==> src/rtl/pc_unit_ras.sv <==
// pc_unit_ras -- program-counter unit with a circular return-address stack.
//
// Purpose:
//   Holds the fetch PC for the pipelined core and applies redirects issued by a
//   later pipeline stage. The supported redirects are branch, jump, call, return
//   and for-loop. A depth-RAS_DEPTH circular stack keeps return addresses. A
//   one-cycle flush pulse follows every taken redirect.
//
// Ports:
//   clk, rst        clock; synchronous active-high reset
//   stall           hold the PC (ignored when a redirect is taken)
//   cmd, take       command (0 SEQ,1 BRANCH,2 JMP,3 CALL,4 RET,5 FOR) and condition
//   cmd_pc          PC of the instruction issuing cmd
//   jmp_field       absolute target bits for JMP/CALL
//   offset          signed branch offset
//   reg_target      register-sourced loop target for FOR
//   pc_out          registered fetch PC
//   pc_plus_1       pc_out + 1
//   flush           registered; high for one cycle after a taken redirect
//   ras_top         top-of-stack entry, 0 when empty
//   ras_count       number of valid stack entries
//   ras_overflow    sticky: push while full
//   ras_underflow   sticky: pop while empty
module pc_unit_ras #(
  parameter int WIDTH     = 16,
  parameter int RAS_DEPTH = 4,
  parameter int JMP_BITS  = 9,
  parameter int OFF_BITS  = 6,
  parameter int RESET_PC  = 0
) (
  input  logic                             clk,
  input  logic                             rst,
  input  logic                             stall,
  input  logic [2:0]                       cmd,
  input  logic                             take,
  input  logic [WIDTH-1:0]                 cmd_pc,
  input  logic [JMP_BITS-1:0]              jmp_field,
  input  logic [OFF_BITS-1:0]              offset,
  input  logic [WIDTH-1:0]                 reg_target,
  output logic [WIDTH-1:0]                 pc_out,
  output logic [WIDTH-1:0]                 pc_plus_1,
  output logic                             flush,
  output logic [WIDTH-1:0]                 ras_top,
  output logic [$clog2(RAS_DEPTH+1)-1:0]   ras_count,
  output logic                             ras_overflow,
  output logic                             ras_underflow
);

  localparam int PTR_W = $clog2(RAS_DEPTH);
  localparam int CNT_W = $clog2(RAS_DEPTH + 1);

  localparam logic [2:0] CMD_BRANCH = 3'd1;
  localparam logic [2:0] CMD_JMP    = 3'd2;
  localparam logic [2:0] CMD_CALL   = 3'd3;
  localparam logic [2:0] CMD_RET    = 3'd4;
  localparam logic [2:0] CMD_FOR    = 3'd5;

  localparam logic [PTR_W-1:0] PTR_LAST = PTR_W'(RAS_DEPTH - 1);
  localparam logic [CNT_W-1:0] CNT_FULL = CNT_W'(RAS_DEPTH);

  // Registered state
  logic [WIDTH-1:0] pc_q, pc_d;
  logic             flush_q, flush_d;
  logic [PTR_W-1:0] ptr_q, ptr_d;
  logic [CNT_W-1:0] count_q, count_d;
  logic             ovf_q, ovf_d;
  logic             unf_q, unf_d;
  logic [WIDTH-1:0] stack_q [RAS_DEPTH];

  // Target computation
  logic [WIDTH-1:0] cp1;
  logic [WIDTH-1:0] jt;
  logic [WIDTH-1:0] bt;
  logic [WIDTH-1:0] top_entry;
  logic [PTR_W-1:0] ptr_inc;
  logic [PTR_W-1:0] ptr_dec;
  logic             push;
  logic             pop;
  logic             stack_empty;
  logic             stack_full;
  logic [RAS_DEPTH-1:0] wr_sel;

  assign cp1 = cmd_pc + WIDTH'(1);
  // The jump keeps the page bits of the following instruction.
  assign jt  = {cp1[WIDTH-1:JMP_BITS], jmp_field};
  assign bt  = cmd_pc + {{(WIDTH-OFF_BITS){offset[OFF_BITS-1]}}, offset};

  assign stack_empty = (count_q == '0);
  assign stack_full  = (count_q == CNT_FULL);
  assign top_entry   = stack_q[ptr_q];

  // Explicit wrap keeps the pointer correct for non-power-of-two depths.
  assign ptr_inc = (ptr_q == PTR_LAST) ? '0 : ptr_q + PTR_W'(1);
  assign ptr_dec = (ptr_q == '0) ? PTR_LAST : ptr_q - PTR_W'(1);

  // Next-PC selection and stack control
  always_comb begin
    pc_d    = stall ? pc_q : pc_q + WIDTH'(1);
    flush_d = 1'b0;
    push    = 1'b0;
    pop     = 1'b0;
    unf_d   = unf_q;
    case (cmd)
      CMD_BRANCH: begin
        if (take) begin
          pc_d    = bt;
          flush_d = 1'b1;
        end
      end
      CMD_JMP: begin
        pc_d    = jt;
        flush_d = 1'b1;
      end
      CMD_CALL: begin
        pc_d    = jt;
        flush_d = 1'b1;
        push    = 1'b1;
      end
      CMD_RET: begin
        flush_d = 1'b1;
        if (!stack_empty) begin
          pc_d = top_entry;
          pop  = 1'b1;
        end else begin
          // An empty stack falls through to the next instruction.
          pc_d  = cp1;
          unf_d = 1'b1;
        end
      end
      CMD_FOR: begin
        if (take) begin
          pc_d    = reg_target;
          flush_d = 1'b1;
        end
      end
      default: ;
    endcase
  end

  // Stack pointer / count / overflow next state
  always_comb begin
    ptr_d   = ptr_q;
    count_d = count_q;
    ovf_d   = ovf_q;
    if (push) begin
      // When full, ptr_inc lands on the oldest entry, which then gets overwritten.
      ptr_d = ptr_inc;
      if (stack_full) begin
        ovf_d = 1'b1;
      end else begin
        count_d = count_q + CNT_W'(1);
      end
    end else if (pop) begin
      ptr_d   = ptr_dec;
      count_d = count_q - CNT_W'(1);
    end
  end

  // Per-entry write enables
  generate
    for (genvar gi = 0; gi < RAS_DEPTH; gi++) begin : g_wr_sel
      assign wr_sel[gi] = push && (ptr_inc == PTR_W'(gi));
    end
  endgenerate

  always_ff @(posedge clk) begin
    if (rst) begin
      for (int i = 0; i < RAS_DEPTH; i++) begin
        stack_q[i] <= '0;
      end
    end else begin
      for (int i = 0; i < RAS_DEPTH; i++) begin
        if (wr_sel[i]) begin
          stack_q[i] <= cp1;
        end
      end
    end
  end

  always_ff @(posedge clk) begin
    if (rst) begin
      pc_q    <= WIDTH'(RESET_PC);
      flush_q <= 1'b0;
      ptr_q   <= '0;
      count_q <= '0;
      ovf_q   <= 1'b0;
      unf_q   <= 1'b0;
    end else begin
      pc_q    <= pc_d;
      flush_q <= flush_d;
      ptr_q   <= ptr_d;
      count_q <= count_d;
      ovf_q   <= ovf_d;
      unf_q   <= unf_d;
    end
  end

  assign pc_out        = pc_q;
  assign pc_plus_1     = pc_q + WIDTH'(1);
  assign flush         = flush_q;
  assign ras_top       = stack_empty ? '0 : top_entry;
  assign ras_count     = count_q;
  assign ras_overflow  = ovf_q;
  assign ras_underflow = unf_q;

endmodule

==> config.mk <==
export PLATFORM = sky130hd
export DESIGN_NAME = pc_unit_ras
export DESIGN_NICKNAME = d
export VERILOG_FILES = /design/src/rtl/pc_unit_ras.sv
export SDC_FILE = /design/constraint.sdc
export NUM_CORES = 1
export LEC_CHECK = 0
export ABC_AREA = 1
export BUFFER_PORTS_ARGS = -buffer_cell sky130_fd_sc_hd__buf_4
export CORE_ASPECT_RATIO = 1.5
export CORE_UTILIZATION = 45
export DETAILED_ROUTE_END_ITERATION = 12
export GPL_TIMING_DRIVEN = 0
export PLACE_DENSITY_LB_ADDON = 0.08
export SLEW_MARGIN = 20
export SYNTH_ARGS = -nofsm -noshare
export SYNTH_HDL_FRONTEND = slang
export SYNTH_SLANG_ARGS = --single-unit
==> constraint.sdc <==
create_clock -name clk -period 2.4 [get_ports clk]
set_clock_uncertainty 0.1 [all_clocks]
set_input_delay 0.48 -clock clk [delete_from_list [all_inputs] [get_ports clk]]
set_output_delay 0.48 -clock clk [all_outputs]
set_load 0.05 [all_outputs]
* Yosys cells after proc, flatten, opt, wreduce, memory -nomap -nowiden
Memories as Yosys holds them, arrays and structs flattened. A register that Yosys moved wholly into a read port is not among the register bits. Index checks and enable logic that the tools add are counted.
Storage, ports and cells: memories kept 1, bits in registers 24, memory bits (writable) 64, memory bits (read-only) 0, logic and storage cells 81, input bits 54, bits in latches 0
Operators by class: div/mod/pow operators 0, shifts and indexed selects 0, add/subtract/negate cells 7, $mul 0, bitwise logic cells 4, eq/ne operators 11, reduce and logical (&&, ||, !) cells 14, $lt $le $gt $ge 0, mux-type cells 38
Memory list:
- stack_q | words 4, width 16, read ports 1, clocked after memory_dff 1, wr ports 4, line 68 | logic [WIDTH-1:0] stack_q [RAS_DEPTH];
Operators with widths (number):
- 16-bit 2-to-1 mux | 9
- 16-bit one-hot mux with 4 select lines | 1
- 16-bit by 1-bit adder with 16-bit output (second input constant) | 2
- 1-bit 2-to-1 mux | 18
- 16-bit adder | 1
- 2-bit 2-to-1 mux | 6
- 3-bit equality test (second input constant) | 3
- 3-bit 2-to-1 mux | 3
- 2-bit equality test (second input constant) | 3
- 3-bit by 2-bit equality test with 1-bit output (second input constant) | 2
- 2-bit AND reduction | 3
- 1-bit logical AND | 4
- 2-bit zero test | 2
- 1-bit bitwise OR | 4
- 2-bit OR reduction | 2
- 3-bit by 1-bit adder with 3-bit output (second input constant) | 1
- 3-bit by 1-bit equality test with 1-bit output (second input constant) | 1
- 3-bit zero test | 1
- 3-bit OR reduction | 1
- 3-bit by 1-bit subtractor with 3-bit output (second input constant) | 1
- 2-bit by 1-bit adder with 2-bit output (second input constant) | 1
- 2-bit by 1-bit equality test with 1-bit output (second input constant) | 1
- 2-bit inequality test (second input constant) | 1
- 1-bit one-hot mux with 2 select lines | 1
- other kinds (2) | 2

* Logic depth before layout (Yosys ltp)
Gate-level depths: netlist (run 1).
depth after elaboration 8, gate-level depth with buffers 15, mapped depth without buffers 15

* Least setup slack after synthesis (run 1)
No wires, ideal clock.
path kind register to output, start point register pc_q[0], in the netlist pc_out[0], end point output pc_plus_1[15], required time 1820 ps, setup slack -223 ps, arrival time 2043 ps, cell stages (with the launch flop) 8, buffers on the path 0, cell sequence dfxtp_1 inv_1 nor2_1 nand2_1 inv_1 nand3_1 nand2_1 and2_1
On the way: longest elaborated chain between the ends 1
RTL lines:
- from (decl) | line 62 | logic [WIDTH-1:0] pc_q, pc_d;
- from (signal assigned) | line 182 | pc_q <= WIDTH'(RESET_PC);
- from (signal assigned) | line 189 | pc_q <= pc_d;
- 16-bit by 1-bit adder with 16-bit output | line 199 | assign pc_plus_1 = pc_q + WIDTH'(1);
- to (decl) | line 41 | output logic [WIDTH-1:0] pc_plus_1,
No other way between the ends.

* Worst setup path after layout (run 1)
start point register pc_q[7], in the netlist pc_out[7], end point output pc_plus_1[14]
The elaborated chain is that of the path after synthesis.

==> results of run 1 <==
-- cells in the final DEF (no fill, tap or decap), drive strengths merged, types with 2 or more instances in the layout --
master and instances:
a32o 4, nand3 66, inv 119, clkbuf 14, nand3b 4, nor2 173
o21ai 55, xnor2 3, ha 23, edfxtp 64, o211ai 4, o21a 2
or2 2, buf 137, and2 2, xor2 17, dfxtp 26, clkinvlp 4
nand2 244, nor3 9, nand4 8, a221oi 2, a21oi 45, o221ai 2
fa 2
-- worst max-delay path, stage by stage, from the launching register on --
cell and delay (ns):
dfxtp_1 0.48, inv_1 0.13, nor3_2 0.24, nand3_2 0.15, nor2_2 0.13, nand2_1 0.07, nand2_2 0.09, buf_8 0.15
-- sequential cells by signal, indices dropped and copies added, names as in the netlist, named ones only --
name / flops
ras_overflow: 1
ptr_q: 2
stack_q: 64
flush: 1
ras_underflow: 1
pc_out: 16
ras_count: 3
-- power by group through the flow --
| stage | sequential, W | clock (W) | combinational [W] |
|---|---|---|---|
| floorplan | 0.00197 | 0 | 0.000987 |
| global placement | 0.00187 | 0 | 0.00162 |
| detailed placement | 0.00187 | 0 | 0.00163 |
| CTS | 0.00184 | 0.00137 | 0.00164 |
| global route | 0.00185 | 0.00143 | 0.00185 |
| finish | 0.00184 | 0.00137 | 0.00171 |
-- through the flow --
| stage | util (%) | power (W) | cell area, um^2 |
|---|---|---|---|
| 6_report | 56.85 | 0.004921 | 7954 |
| 5_1_grt | 56.85 | 0.005135 | 7954 |
| 4_1_cts | 55.48 | 0.004852 | 7762 |
| 3_5_place_dp | 53.22 | 0.003498 | 7447 |
| 3_3_place_gp | 53.22 | 0.003491 | 7447 |
| 2_1_floorplan | - | 0.002954 | 6419 |
-- what timing repair did --
item / CTS / global route
resized for setup: 8 / 45
hold buffers: 0 / 0
endpoints found under the setup margin: 15 / 25
setup buffers: 0 / 9
pin swaps: 1 / 9
-- worst paths after layout --
kind | end | slack (ns) | cells after the start
setup reg to reg | ras_count[2] | 0.35 | 9
hold reg to reg | ras_underflow | 0.36 | 2
setup / recovery | pc_plus_1[14] | 0.03 | 7
hold / removal | ras_underflow | 0.24 | 2
-- logic make-up (layout without fill, tap and decap cells) --
family | after synthesis | count (layout)
adders and majority gates | 25 | 25
DFF | 90 | 90
AOI/OAI and AO/OA | 121 | 121
xor gates and xnor gates | 20 | 20
buffers and inverters | 145 | 275
and+or+nand+nor | 508 | 508
-- per-layer routing --
metal	up-vias	routed length, um
li1	3186	-
met1	2923	7557
met2	209	11050
met3	47	895
met4	0	771
met5	-	0
-- area by class of cell --
cell class	count	area [um^2]	share of cell area, %
Buffer	28	183.9	2.312
Clock buffer	9	225.2	2.832
Clock inverter	7	61.31	0.7708
Inverter	117	439.2	5.521
Multi-Input combinational cell	674	3462	43.53
Sequential cell	90	2456	30.88
Tap cell	192	240.2	3.020
Timing Repair Buffer	114	885.9	11.14
==> reports/qor.yml, run 1 <==
run_status:
  status: "complete, no violations"
clock_network:
  cts_buffers: 9
  cts_tree: "done"
  cts_sinks: 90
  clk_latency_ns: 0.35
  clkSlewWorstSetupHoldPaths_ns: 0.07
  cts_max_level: 3
  cts.path.max_buffers: 2
  root_buffer: "clkbuf_16"
finish:
  drive_gt1_share_pct: 20.50
  area_delta_synth_final_pct: 23.97
  n_antenna_cell: 0
  stdcell_count: 1231
  filler_cell_count: 1384
  finish.net_count: 1113
grt:
  grt_max_degree: 18
  use_met2_pct: 52.74
  met1_usage_pct: 31.31
  gr-usage-all-layers_pct: 28.17
  grt_pass1_wl_um: 31060
  met3_usage_pct: 3.289
  busiest_layer: "met2"
  grt_pass1_vias: 5991
  antenna_found_initial: 0
  overflow: 0
yosys:
  synthSimpleGateAreaFrac_pct: 33.95
  synth_flop_cell: "edfxtp_1"
  ys_async_sr_fraction_pct: 0
  synth_edf_count: 64
  syn-cell-area_mm2: 0.006416
  synth_warnings: 0
  synth.area.mux_share_pct: 0
  synth_nets: 988
  synth_cell_types: 46
  ys_top_cells_by_count: "nand2_1 (240), nor2_1 (166), inv_1 (108)"
  netlist_instances: 909
  synth-xor-area-share_pct: 2.730
  synthTopCellsByArea: "edfxtp_1 (30%), nand2_1 (14%), nor2_1 (9.7%)"
  syn_avg_cell_area_um2: 7.058
  synth_top_area_share_pct: 29.95
  synth_top_family_by_area: "simple AND/OR/NAND/NOR gates"
  yosysMostFrequentCell: "nand2_1"
  synth.largest_area_cell: "edfxtp_1"
  synth_compound_area_share_pct: 10.73
  ys_ff_latch: 90
  ys_seq_area_share_pct: 38.07
  synth_adder_area_share_pct: 5.109
placed_design:
  place.gp.congestion: 0.9082
  io_buffers: 105
  preCtsSetupSlack_ns: -0.1753
  dp.cells: 1206
  hpwl_um: 16090
sta:
  maxSlewViolCount: 0
  setup_violations: 0
  relSlewSlack_pct: 40.88
  fmax_mhz: 422.4
  min_period_ns: 2.367
  hold_slack_ns: 0.2419
  fin_setup_tns_ns: 0
  min_period_over_period_pct: 98.65
  tightest_slew_ns: 0.8847
  hold_violations: 0
  rsz0062_at_grt: "yes"
  setup_ws_ns: 0.03251
route:
  wire_per_inst_um: 16.47
  drt_first_pass_iters: 5
  drcViolationCount: 0
  ant_nets: 0
  vias: 6365
  wl_um: 20280
  avgViaCountPerCell: 5.171
  first_iter_violations: 325
power:
  clkPwrFrac_pct: 27.9
  power_density_mw_per_mm2: 618.7
  p_int_w: 0.003033
  p_switching_w: 0.001888
  power_frac_seq_pct: 37.4
  comb_power_share_pct: 34.7
  p_sw_share_pct: 38.37
  ir_worst_vdd_v: 0.0003068
  leakage_nw: 3.816
critical_path:
  critPathArrivalTime_ns: 1.79
  critPathLaunch: "pc_out[7]"
  reg2reg_from: "ras_count[0]"
  required_ns: 1.82
  worstSetupEndpointType: "output pin"
  criticalPathCategory: "flop to output pin"
  crit_fanout: 5
  startpoint_type: "flop"
flow_run:
  max-cap-violations: 0
hold_path:
  hold_class: "primary input to flop"
  timing.hold.worst.start: "rst"
floorplanning:
  fp.dieH_um: 148.2
  die_area_mm2: 0.01475
  ioPinCount: 108
  core-area_mm2: 0.01399
  initial_utilization_pct: 45.86
  dieWidth_um: 99.50
  rows: 53
(Power assumes the default switching activity.)
==> run 2, diff against run 1 <==
--- a/config.mk
+++ b/config.mk
@@ -9,9 +9,10 @@
 export BUFFER_PORTS_ARGS = -buffer_cell sky130_fd_sc_hd__buf_4
 export CORE_ASPECT_RATIO = 1.5
 export CORE_UTILIZATION = 45
+export CTS_CLUSTER_DIAMETER = 80
 export DETAILED_ROUTE_END_ITERATION = 12
 export GPL_TIMING_DRIVEN = 0
-export PLACE_DENSITY_LB_ADDON = 0.08
+export PLACE_DENSITY = 0.73
 export SLEW_MARGIN = 20
 export SYNTH_ARGS = -nofsm -noshare
 export SYNTH_HDL_FRONTEND = slang
==> reports/qor.yml, run 2 (synthesis results as in run 1) <==
floorplanning:
  rows: 53
  core-area_mm2: 0.01399
  dieWidth_um: 99.50
  initial_utilization_pct: 45.86
  fp.dieH_um: 148.2
  die_area_mm2: 0.01475
  ioPinCount: 108
finish:
  drive_gt1_share_pct: 20.19
  largest_register_ffs: 64
  final_util_pct: 56.81
  n_antenna_cell: 0
  final_cell_mix: "nand2_1 (238), nor2_1 (161), inv_1 (108), buf_4 (107), edfxtp_1 (64)"
  final_common_cell: "nand2_1"
  final_area_mm2: 0.007949
  finish.net_count: 1109
  top_register: "stack_q"
  area_delta_synth_final_pct: 23.89
placed_design:
  io_buffers: 105
  hpwl_um: 15570
  preCtsSetupSlack_ns: -0.2340
  placed_cell_area_mm2: 0.007447
  place.gp.congestion: 0.9099
route:
  wl_met1_um: 7442
  drt_first_pass_iters: 5
  wl_um: 19850
  met3_length_um: 1014
  vias: 6444
  highest_layer: "met4"
  ant_nets: 0
  wl_met2_um: 10270
  drcViolationCount: 0
  wire_per_inst_um: 16.18
  first_iter_violations: 366
  avgViaCountPerCell: 5.252
sta:
  min_period_over_period_pct: 98.56
  rsz0062_at_grt: "yes"
  setup_ws_ns: 0.03448
  maxSlewViolCount: 0
  tightest_slew_ns: 0.8691
  fmax_mhz: 422.7
  min_period_ns: 2.366
  hold_violations: 0
  setup_violations: 0
  hold_slack_ns: 0.2613
  relSlewSlack_pct: 41.92
hold_path:
  hold_class: "primary input to flop"
critical_path:
  r2r_setup_slack_ns: 0.42
  r2r_end: "pc_out[7]"
  path_delay_family: "simple AND/OR/NAND/NOR gates"
  critPathLaunch: "pc_out[0]"
  crit_cells: 8
  max_stage_delay_ns: 0.39
  required_ns: 1.82
  worstSetupEndpointType: "output pin"
  critPathCapture: "pc_plus_1[14]"
  crit_chain: "ha_4 -> nand2_4 -> nor3_4 -> nand3_2 -> nor2_2 -> nand2_1 -> nand2_2 -> buf_8"
  critical_path_buf_inv_count: 1
  ff2ff_path_depth: 12
  criticalPathCategory: "flop to output pin"
  critPathArrivalTime_ns: 1.79
  crit_fanout: 5
  slowest_stage: "dfxtp_4"
  startpoint_type: "flop"
clock_network:
  clk_latency_ns: 0.34
  clkSlewWorstSetupHoldPaths_ns: 0.07
  cts_buffers: 9
  cts_max_level: 3
  cts_sinks: 90
  root_buffer: "clkbuf_16"
  cts.path.max_buffers: 2
  holdBufCountCts: 0
  cts_tree: "done"
grt:
  gr-usage-all-layers_pct: 27.73
  grt_pass1_vias: 6158
  overflow: 0
  antenna_found_initial: 0
  grt_max_degree: 18
  grt_pass1_wl_um: 31230
flow_run:
  max-cap-violations: 0
power:
  power_density_mw_per_mm2: 629.6
  total_power_w: 0.005005
  ir_worst_vdd_v: 0.0004305
  leakage_nw: 3.820
run_status:
  status: "complete, no violations"
==> run 2: cell types whose count changed in the layout (fill, tap and decap cells not counted), sizes merged <==
cell      delta
buf          -9
bufinv       +1
clkbuf       +5
clkinv       +4
clkinvlp     -3
inv          -2
==> run 2: what timing repair did <==
| item | in CTS | in global routing |
|---|---|---|
| buffers inserted | 1 | 5 |
| pin swaps | 1 | 7 |
| gates resized for setup | 8 | 40 |
| setup endpoints to repair | 10 | 25 |
==> run 2: layer usage <==
layer / up-vias / track usage (%)
li1: 3180 / -
met1: 2943 / 30.50
met2: 252 / 50.07
met3: 69 / 3.055
met4: 0 / 18.16
met5: - / 0
==> run 2: layout make-up <==
class / count / area [um^2]
Tap cell: 192 / 240.2
Clock buffer: 9 / 225.2
Buffer: 28 / 180.2
Sequential cell: 90 / 2462
Inverter: 117 / 439.2
Timing Repair Buffer: 110 / 855.8
Clock inverter: 7 / 88.84
Fill cell: 1356 / 6043
Multi-Input combinational cell: 674 / 3457
==> run 2: power by group <==
part           internal, W  switching (W)  leakage, nW
Combinational     0.000537        0.00115         2.79
Sequential         0.00177      0.0000776        0.882
Clock             0.000826       0.000647        0.149
Total              0.00313        0.00188         3.82
==> run 2: how the worst min path moves through the flow <==
stage          cells after the start  slack [ns]          start       endpoint
4_1_cts                            2        0.26            rst  ras_underflow
3_3_place_gp                       2        0.34  ras_underflow  ras_underflow
5_1_grt                            2        0.26            rst   ras_overflow
6_report                           2        0.26            rst  ras_underflow
2_1_floorplan                      2        0.40       ptr_q[1]           flop
3_5_place_dp                       2        0.35  ras_underflow  ras_underflow
==> run 2: stage by stage <==
stage          TNS (ns)  std cells
2_1_floorplan   -0.7967        909
3_3_place_gp     -1.614       1206
3_5_place_dp     -2.218       1206
4_1_cts        -0.07311       1223
5_1_grt         -0.2001       1227
6_report              0       1227
